==> src/rtl/mdio_generator.sv <==
// Clause-22 MDIO management master: serialises a 32-bit frame on MDC/MDIO and captures read data.
// Optional MDIO_PREAMBLE_EN: prepend 32 MDC periods of mdio_out=1 before the frame.
module mdio_generator #(
  parameter int unsigned CLK_DIV = 2
) (
  input  logic        clk,
  input  logic        reset,
  input  logic        mdio_start,
  input  logic [31:0] t_data,
  output logic        mdc,
  output logic        mdio_out,
  output logic        mdio_oe,
  input  logic        mdio_in,
  output logic [15:0] rd_data,
  output logic        data_rdy
);

  localparam int unsigned HALF  = CLK_DIV / 2;
  localparam int unsigned PH_W  = (CLK_DIV > 2) ? $clog2(CLK_DIV) : 1;
  localparam int unsigned BIT_W = 5;
  localparam logic [BIT_W-1:0] LAST_BIT = BIT_W'(31);
  localparam logic [BIT_W-1:0] LAST_DRV = BIT_W'(13);
  localparam logic [BIT_W-1:0] LAST_TA  = BIT_W'(15);

  typedef enum logic [2:0] {
    S_IDLE,
`ifdef MDIO_PREAMBLE_EN
    S_PREAMBLE,
`endif
    S_SEND,
    S_TA,
    S_RECEIVE,
    S_DONE
  } state_t;

  state_t            state, state_nxt;
  logic [PH_W-1:0]   phase, phase_nxt, phase_step;
  logic [BIT_W-1:0]  bit_cnt, bit_nxt;
  logic [31:0]       shreg, shreg_nxt;
  logic [15:0]       rx_shreg, rx_nxt;
  logic              op_rd, op_rd_nxt;
  logic              mdc_nxt, out_nxt, oe_nxt, rdy_nxt;
  logic [15:0]       rd_data_nxt;
  logic              bit_end, sample_pt;

  assign bit_end    = (phase == PH_W'(CLK_DIV - 1));
  assign sample_pt  = (phase == PH_W'(HALF - 1));
  assign phase_step = bit_end ? '0 : phase + PH_W'(1);

  // State, counters and all outputs registered together
  always_ff @(posedge clk or negedge reset) begin
    if (!reset) begin
      state    <= S_IDLE;
      phase    <= '0;
      bit_cnt  <= '0;
      shreg    <= '0;
      rx_shreg <= '0;
      op_rd    <= 1'b0;
      mdc      <= 1'b0;
      mdio_out <= 1'b0;
      mdio_oe  <= 1'b0;
      rd_data  <= '0;
      data_rdy <= 1'b0;
    end else begin
      state    <= state_nxt;
      phase    <= phase_nxt;
      bit_cnt  <= bit_nxt;
      shreg    <= shreg_nxt;
      rx_shreg <= rx_nxt;
      op_rd    <= op_rd_nxt;
      mdc      <= mdc_nxt;
      mdio_out <= out_nxt;
      mdio_oe  <= oe_nxt;
      rd_data  <= rd_data_nxt;
      data_rdy <= rdy_nxt;
    end
  end

  // Next-state and next-output logic; mdio_out/mdio_oe only move at bit boundaries
  always_comb begin
    state_nxt   = state;
    phase_nxt   = phase;
    bit_nxt     = bit_cnt;
    shreg_nxt   = shreg;
    rx_nxt      = rx_shreg;
    op_rd_nxt   = op_rd;
    out_nxt     = mdio_out;
    oe_nxt      = mdio_oe;
    rd_data_nxt = rd_data;
    rdy_nxt     = 1'b0;
    mdc_nxt     = 1'b0;

    case (state)
      S_IDLE: begin
        phase_nxt = '0;
        out_nxt   = 1'b0;
        oe_nxt    = 1'b0;
        if (mdio_start) begin
          bit_nxt   = '0;
          rx_nxt    = '0;
          op_rd_nxt = (t_data[29:28] == 2'b10);
          oe_nxt    = 1'b1;
`ifdef MDIO_PREAMBLE_EN
          state_nxt = S_PREAMBLE;
          shreg_nxt = t_data;
          out_nxt   = 1'b1;
`else
          state_nxt = S_SEND;
          shreg_nxt = {t_data[30:0], 1'b0};
          out_nxt   = t_data[31];
`endif
        end
      end
`ifdef MDIO_PREAMBLE_EN
      S_PREAMBLE: begin
        phase_nxt = phase_step;
        if (bit_end) begin
          bit_nxt = bit_cnt + BIT_W'(1);
          if (bit_cnt == LAST_BIT) begin
            state_nxt = S_SEND;
            out_nxt   = shreg[31];
            shreg_nxt = {shreg[30:0], 1'b0};
          end
        end
      end
`endif
      S_SEND: begin
        phase_nxt = phase_step;
        if (bit_end) begin
          bit_nxt   = bit_cnt + BIT_W'(1);
          out_nxt   = shreg[31];
          shreg_nxt = {shreg[30:0], 1'b0};
          if (bit_cnt == LAST_BIT) begin
            state_nxt = S_DONE;
            out_nxt   = 1'b0;
            oe_nxt    = 1'b0;
          end else if (op_rd && (bit_cnt == LAST_DRV)) begin
            state_nxt = S_TA;
            out_nxt   = 1'b0;
            oe_nxt    = 1'b0;
          end
        end
      end
      S_TA: begin
        phase_nxt = phase_step;
        if (bit_end) begin
          bit_nxt = bit_cnt + BIT_W'(1);
          if (bit_cnt == LAST_TA) state_nxt = S_RECEIVE;
        end
      end
      S_RECEIVE: begin
        phase_nxt = phase_step;
        // PHY data is sampled on the edge where mdc rises
        if (sample_pt) rx_nxt = {rx_shreg[14:0], mdio_in};
        if (bit_end) begin
          bit_nxt = bit_cnt + BIT_W'(1);
          if (bit_cnt == LAST_BIT) begin
            state_nxt   = S_DONE;
            rd_data_nxt = rx_shreg;
            rdy_nxt     = 1'b1;
          end
        end
      end
      S_DONE: begin
        state_nxt = S_IDLE;
        phase_nxt = '0;
        out_nxt   = 1'b0;
        oe_nxt    = 1'b0;
      end
      default: begin
        state_nxt = S_IDLE;
        phase_nxt = '0;
        out_nxt   = 1'b0;
        oe_nxt    = 1'b0;
      end
    endcase

    mdc_nxt = (state_nxt != S_IDLE) && (state_nxt != S_DONE) && (phase_nxt >= PH_W'(HALF));
  end

endmodule

==> config.mk <==
export PLATFORM = sky130hd
export DESIGN_NAME = mdio_generator
export DESIGN_NICKNAME = d
export VERILOG_FILES = /design/src/rtl/mdio_generator.sv
export SDC_FILE = /design/constraint.sdc
export NUM_CORES = 1
export LEC_CHECK = 0
export BUFFER_PORTS_ARGS = -buffer_cell sky130_fd_sc_hd__buf_2
export CAP_MARGIN = 25
export CORE_ASPECT_RATIO = 1.4
export CORE_MARGIN = 2
export CORE_UTILIZATION = 45
export CTS_BUF_LIST = sky130_fd_sc_hd__clkbuf_16
export DETAILED_ROUTE_END_ITERATION = 7
export PLACE_DENSITY = 0.65
export SLEW_MARGIN = 20
export SYNTH_ARGS = -nofsm -noshare
export SYNTH_HDL_FRONTEND = slang
export SYNTH_SLANG_ARGS = --single-unit
==> constraint.sdc <==
create_clock -name clk -period 2.15 [get_ports clk]
set_input_delay 0.1075 -clock clk [delete_from_list [all_inputs] [get_ports clk]]
set_output_delay 0.1075 -clock clk [all_outputs]
set_load 0.1 [all_outputs]
==> results of run 1 <==
==> final cells by class <==
| class | instances | area (µm²) |
|---|---|---|
| multi-input combinational | 216 | 1370 |
| tap | 97 | 121 |
| clock inverter | 7 | 114 |
| inverter | 4 | 15.0 |
| clock buffer | 9 | 225 |
| fill | 659 | 3200 |
| timing repair buffer | 64 | 385 |
| sequential | 77 | 1930 |
==> per-layer routing <==
| metal | GRT usage [%] | up-vias |
|---|---|---|
| met2 | 28.7 | 48 |
| li1 | - | 1196 |
| met4 | 8.80 | 0 |
| met1 | 20.5 | 1127 |
| met5 | 0 | - |
| met3 | 2.85 | 12 |
==> cell usage after synthesis (2+ instances only) <==
master	number	share of area, %
a21o_1	2	0.44
a21oi_1	3	0.44
a22o_1	4	1.0
buf_2	5	0.73
buf_6	5	1.6
clkbuf_1	8	0.87
dfrtp_1	77	56
ha_1	4	1.5
inv_1	4	0.44
mux2_2	17	5.6
mux2i_1	31	9.0
nand2_1	71	7.8
nand3b_1	2	0.44
nor2_1	3	0.33
nor2_2	2	0.36
nor3_1	6	0.87
nor3b_2	2	0.73
o21ai_0	45	6.6
o21ai_1	6	0.87
o21bai_1	2	0.44
o22ai_1	2	0.36
==> worst max-delay path, delay by kind of cell (launching register included) <==
| kind | cells | cell delay (ns) |
|---|---|---|
| simple gates | 4 | 0.60 |
| fa+ha+maj | 2 | 0.46 |
| mux | 1 | 0.37 |
| flops | 1 | 0.43 |
==> cell families after synthesis <==
kind of cell | count (synthesis) | share of synthesized area (%)
adders and majority gates | 4 | 1.46
DFF | 77 | 56.1
AOI/OAI and AO/OA | 67 | 10.9
buffers and inverters | 23 | 3.90
muxes | 48 | 14.6
and+or+nand+nor | 97 | 13.0
==> placed cells by master, fill, tap and decap left out, types with 2 or more instances in the layout <==
cell and count:
bufinv_16 3, buf_12 3, dfrtp_1 77, mux2i_1 31
a21oi_1 3, a21o_1 2, nor2_1 3, nor3b_2 2
clkinv_2 3, nor3_1 6, ha_1 4, buf_2 54
clkbuf_16 9, buf_4 6, o22ai_1 2, a22o_1 4
inv_1 4, o21ai_1 6, nor2_2 2, nand2_1 71
o21ai_0 45, o21bai_1 2, mux2_2 17, nand3b_1 2
==> registers in the layout, summed over array words and instances, names as in the netlist <==
register	count
mdio_oe	1
bit_cnt	5
mdc	1
state	3
mdio_out	1
bit_end	1
rd_data	16
shreg	31
rx_shreg	16
op_rd	1
data_rdy	1
==> power by group <==
group / total (mW) / leakage (nW) / internal [mW] / switching [mW]
Clock: 1.69 / 0.169 / 1.13 / 0.564
Combinational: 1.87 / 0.875 / 0.716 / 1.15
Sequential: 2.14 / 1.01 / 1.87 / 0.266
==> per-stage QoR <==
stage	cells	utilization (%)	total power, mW	setup WS, ns	instance area [µm²]
after floorplan	316	-	3.64	0.274	3430
after CTS	474	56.5	5.78	0.164	4160
after global placement	457	51.8	3.98	0.225	3810
final	474	56.5	5.69	0.183	4160
after global routing	474	56.5	6.11	0.0533	4160
after detailed placement	457	51.8	4.05	0.175	3810
==> what timing repair did <==
action | 4_1_cts | 5_1_grt
endpoints found under the setup margin | 0 | 0
endpoints found under the hold margin | 38 | 0
hold buffers | 1 | 0
==> path summary, 6_finish.rpt <==
check                              end  depth (start not counted)  startpoint
max                        rd_data[15]                          7  bit_cnt[0]
min                           mdio_out                          2  t_data[31]
max reg2reg                rd_data[15]                          7  bit_cnt[0]
min reg2reg                  shreg[29]                          2   shreg[29]
max in group asynchronous    shreg[20]                          3       reset
min in group asynchronous     shreg[3]                          2       reset
==> reports/results.ini, run 1 <==
[synth]
ys_types = 36
syn_inst = 316
syn_avg_cell_area_um2 = 10.9
ys_warn_count = 0
ys_seq_area_share_pct = 56.1
synth_edf_count = 0
synth_nets = 356
synth_ff_type = dfrtp_1
async_flop_share_pct = 100
synth_area_um2 = 3430
ys_ff_latch = 77

[placement]
gp_congestion = 0.751
dp.final_hpwl_um = 4350
portBuffers = 55

[timing]
fin_crit_ns = 1.97
report.final.slew_viol_count = 0
setup_violations = 0
hold_viol = 0
fmax_ghz = 0.508
worstMarginPinSlew_ns = 0.827
fin_setup_tns_ns = 0
max-slew-margin-rel_pct = 44.9
skew_ns = 0.00535
finalCritPeriodShare_pct = 91.5
rsz0062_at_grt = false
whs_ns = 0.0110

[power_and_ir_drop]
p_per_area_nw_per_um2 = 1370
vdd_drop_max_mv = 0.577
power.leakage_nw = 2.05

[drt]
dr_total_vias = 2383
top_layer = met4
met3_length_um = 226
dr_wl_met2_um = 3280
dr.pass1.iters = 4
wl_um = 6440
drc = 0
post_drt_wl_per_cell_um = 13.6
dr.first_iter.drc_count = 125
avgViaCountPerCell = 5.03
ant_nets = 0
m1WireLength_um = 2810

[grt]
grt_pass1_vias = 2468
grt_util_all_layers_pct = 16.9
grt_antenna_before_repair = 0
grt_max_degree = 62
gr-total-overflow = 0
grt_pass1_wl_um = 11100

[floorplanning]
start_util_pct = 46.6
io_pins = 56
rows = 37
die_h_um = 107
dieArea_um2 = 8350
chipWidth_um = 77.8
core-area_um2 = 7360

[worst_setup_path]
critPathRequiredTime_ns = 2.36
worstPathArrival_ns = 2.18
cp_slowest_stage_delay_ns = 0.43
crit_type = register to register
path_cells = ha_1, and3_1, ha_1, nand2_1, nor2_4, nand2_4, mux2_2
cp-start-kind = register
cp_max_fo = 17
crit_slowest_cell = dfrtp_1
rrSetupSlack_ns = 0.18
cp_common_cell = ha_1
crit_path_end_kind = register

[final_layout]
synthToLayoutAreaGrowth_pct = 21.2
antenna-diode-count = 0
drive_gt1_share_pct = 27.6
finalNetCount = 412

[worst_hold_path]
hp-class = input pin to register

[clock_tree]
cts_sinks = 77
cts_post_setup_buffers_inserted = 0
post_cts_resized = 0
h-tree-depth = 3
clk_transition_reported_paths_ns = 0.06
clockBufferDepth = 2
cts_tree = yes
cts_root_buf = clkbuf_16
clock_latency_ns = 0.33
cts_buffers = 9

[job]
max_cap_violations = 0

[outcome]
outcome = completed

(Power assumes the default switching activity.)
==> inputs of run 2 (changes only) <==
--- a/config.mk
+++ b/config.mk
@@ -7,12 +7,14 @@
 export LEC_CHECK = 0
 export BUFFER_PORTS_ARGS = -buffer_cell sky130_fd_sc_hd__buf_2
 export CAP_MARGIN = 25
+export CELL_PAD_IN_SITES_DETAIL_PLACEMENT = 1
+export CELL_PAD_IN_SITES_GLOBAL_PLACEMENT = 1
 export CORE_ASPECT_RATIO = 1.4
 export CORE_MARGIN = 2
-export CORE_UTILIZATION = 45
+export CORE_UTILIZATION = 44
 export CTS_BUF_LIST = sky130_fd_sc_hd__clkbuf_16
 export DETAILED_ROUTE_END_ITERATION = 7
-export PLACE_DENSITY = 0.65
+export PLACE_DENSITY = 0.78
 export SLEW_MARGIN = 20
 export SYNTH_ARGS = -nofsm -noshare
 export SYNTH_HDL_FRONTEND = slang
==> run 2 against run 1 <==
Critical endpoint is now rd_data[11]; largest cell class unchanged; die area rose by 2.2%; final cell count up 0.42%; sequential share of layout area up 0.44 points; flip-flop and latch count unchanged; non-clock buffer count unchanged; worst setup slack lost 0.017 ns.
==> reports/results.ini, run 2 (synthesized netlist as in run 1, its figures left out) <==
[outcome]
outcome = completed  ; unchanged

[placement]
placed_area_um2 = 3820  ; was 3810 µm²
portBuffers = 55  ; unchanged
dp.final_hpwl_um = 5080  ; was 4350 µm
placed_cells = 459  ; was 457
gp_congestion = 0.801  ; was 0.751
pre_cts_slack_ns = 0.154  ; was 0.175 ns

[worst_hold_path]
hp-class = input pin to register  ; unchanged

[worst_setup_path]
crit_path_end_kind = register  ; unchanged
cp-start-kind = register  ; unchanged
worstPathArrival_ns = 2.19  ; was 2.18 ns
cp_num_buf_inv = 0  ; unchanged
crit_slowest_cell = dfrtp_1  ; unchanged
cp_common_cell = ha_1  ; unchanged
cp_slowest_stage_delay_ns = 0.43  ; about the same
crit_family = simple AND/OR/NAND/NOR gates  ; unchanged
path_cells = ha_1, and3_1, ha_1, nand2_1, nor2_4, nand2_4, mux2_2  ; unchanged
rrSetupSlack_ns = 0.17  ; was 0.18 ns
cp_max_fo = 17  ; unchanged
crit_type = register to register  ; unchanged
critPathRequiredTime_ns = 2.36  ; about the same

[grt]
grt_util_all_layers_pct = 19.7  ; was 16.9%
gr-total-overflow = 0  ; unchanged
grt_antenna_before_repair = 0  ; unchanged
grt_pass1_wl_um = 12900  ; was 11100 µm
grt_max_degree = 62  ; unchanged
grt_pass1_vias = 2629  ; was 2468

[timing]
max-slew-margin-rel_pct = 67.0  ; was 44.9%
fmax_ghz = 0.504  ; was 0.508 GHz
rsz0062_at_grt = false  ; unchanged
setup_violations = 0  ; unchanged
skew_ns = 0.00555  ; was 0.00535 ns
fin_setup_tns_ns = 0  ; unchanged
worstMarginPinSlew_ns = 0.495  ; was 0.827 ns
timing.final.ws_setup_ns = 0.166  ; was 0.183 ns
fin_crit_ns = 1.98  ; was 1.97 ns
whs_ns = 0.0157  ; was 0.0110 ns
finalCritPeriodShare_pct = 92.3  ; was 91.5%
report.final.slew_viol_count = 0  ; unchanged
hold_viol = 0  ; unchanged

[final_layout]
final_cell_mix = dfrtp_1, nand2_1, buf_2, o21ai_0, mux2i_1  ; unchanged
largest_reg_flops = 31  ; unchanged
regMostFlops = shreg  ; unchanged
fin_cells = 476  ; was 474
layout_commonest_cell = dfrtp_1  ; unchanged
reg_top3 = shreg (31), rd_data (16), rx_shreg (16)  ; unchanged
synthToLayoutAreaGrowth_pct = 20.1  ; was 21.2%
antenna-diode-count = 0  ; unchanged
postLayoutCellArea_um2 = 4120  ; was 4160 µm²
drive_gt1_share_pct = 26.6  ; was 27.6%
num-fill-cells = 862  ; was 659
multi_input_area_um2 = 1370  ; unchanged
finalNetCount = 412  ; unchanged
seqCellArea_um2 = 1930  ; unchanged

[drt]
drc = 0  ; unchanged
post_drt_wl_per_cell_um = 16.0  ; was 13.6 µm
dr.first_iter.drc_count = 86  ; was 125
avgViaCountPerCell = 5.16  ; was 5.03
dr_total_vias = 2455  ; was 2383
ant_nets = 0  ; unchanged
wl_um = 7610  ; was 6440 µm
dr.pass1.iters = 4  ; unchanged

[clock_tree]
cts_root_buf = clkbuf_16  ; unchanged
cts_post_setup_buffers_inserted = 0  ; unchanged
cts_buffers = 9  ; unchanged
cts_sinks = 77  ; unchanged
h-tree-depth = 3  ; unchanged
clock_latency_ns = 0.33  ; about the same
clockBufferDepth = 2  ; unchanged
clk_transition_reported_paths_ns = 0.06  ; about the same
cts_tree = yes  ; unchanged

[floorplanning]
start_util_pct = 44.8  ; was 46.6%
core-area_um2 = 7650  ; was 7360 µm²
dieArea_um2 = 8530  ; was 8350 µm²
rows = 38  ; was 37
die_h_um = 109  ; was 107 µm
chipWidth_um = 78.6  ; was 77.8 µm
io_pins = 56  ; unchanged

[power_and_ir_drop]
p_per_area_nw_per_um2 = 1350  ; was 1370 nW/µm²
vdd_drop_max_mv = 0.710  ; was 0.577 mV
power.leakage_nw = 2.03  ; was 2.05 nW

[job]
max_cap_violations = 0  ; unchanged

-- run 2: metrics by stage --
step           utilization (%)  total power, mW
2_1_floorplan                -             3.64
3_3_place_gp              49.9             4.03
3_5_place_dp              49.9             4.16
4_1_cts                   53.7             5.66
5_1_grt                   53.8             6.00
6_report                  53.8             5.57
-- run 2: final cells by class --
| cell class | count | area share [%] |
|---|---|---|
| flip-flops and latches | 77 | 46.8 |
| multi-input cells | 216 | 33.3 |
| repair buffers | 64 | 9.71 |
| clock buffers | 9 | 5.46 |
| well taps | 100 | 3.04 |
| clock inverters | 6 | 1.37 |
| inverters | 4 | 0.364 |
-- run 2: path summary, 6_finish.rpt --
path                               end  startpoint  cells after the start
max                        rd_data[11]  bit_cnt[0]                      7
min                           mdio_out  t_data[31]                      2
max reg2reg                rd_data[11]  bit_cnt[0]                      7
min reg2reg                  shreg[22]   shreg[22]                      2
max in group asynchronous     shreg[8]       reset                      3
min in group asynchronous     shreg[3]       reset                      2
-- run 2: per-layer routing --
| metal | track usage (%) | vias to the layer above | share of wire (%) |
|---|---|---|---|
| met5 | 0 | - | 0 |
| met4 | 7.64 | 0 | 1.6 |
| met3 | 4.92 | 10 | 4.2 |
| met2 | 32.6 | 48 | 51 |
| met1 | 24.9 | 1198 | 43 |
| li1 | - | 1199 | - |
-- run 2: power breakdown --
part	total [mW]	internal, mW	switching [mW]
Clock	1.45	0.881	0.570
Sequential	2.18	1.87	0.308
Combinational	1.94	0.746	1.19
Total	5.57	3.50	2.07
-- run 2: what timing repair did --
action | in CTS | in global routing
hold buffers | 1 | 1
hold endpoints to repair | 35 | 1
gates resized for setup | 0 | 0
-- run 2: worst register-to-register path, cell delays in order, from the launching register on --
cell	delay [ns]
dfrtp_1	0.43
ha_1	0.24
and3_1	0.20
ha_1	0.23
nand2_1	0.12
nor2_4	0.05
nand2_4	0.22
mux2_2	0.38
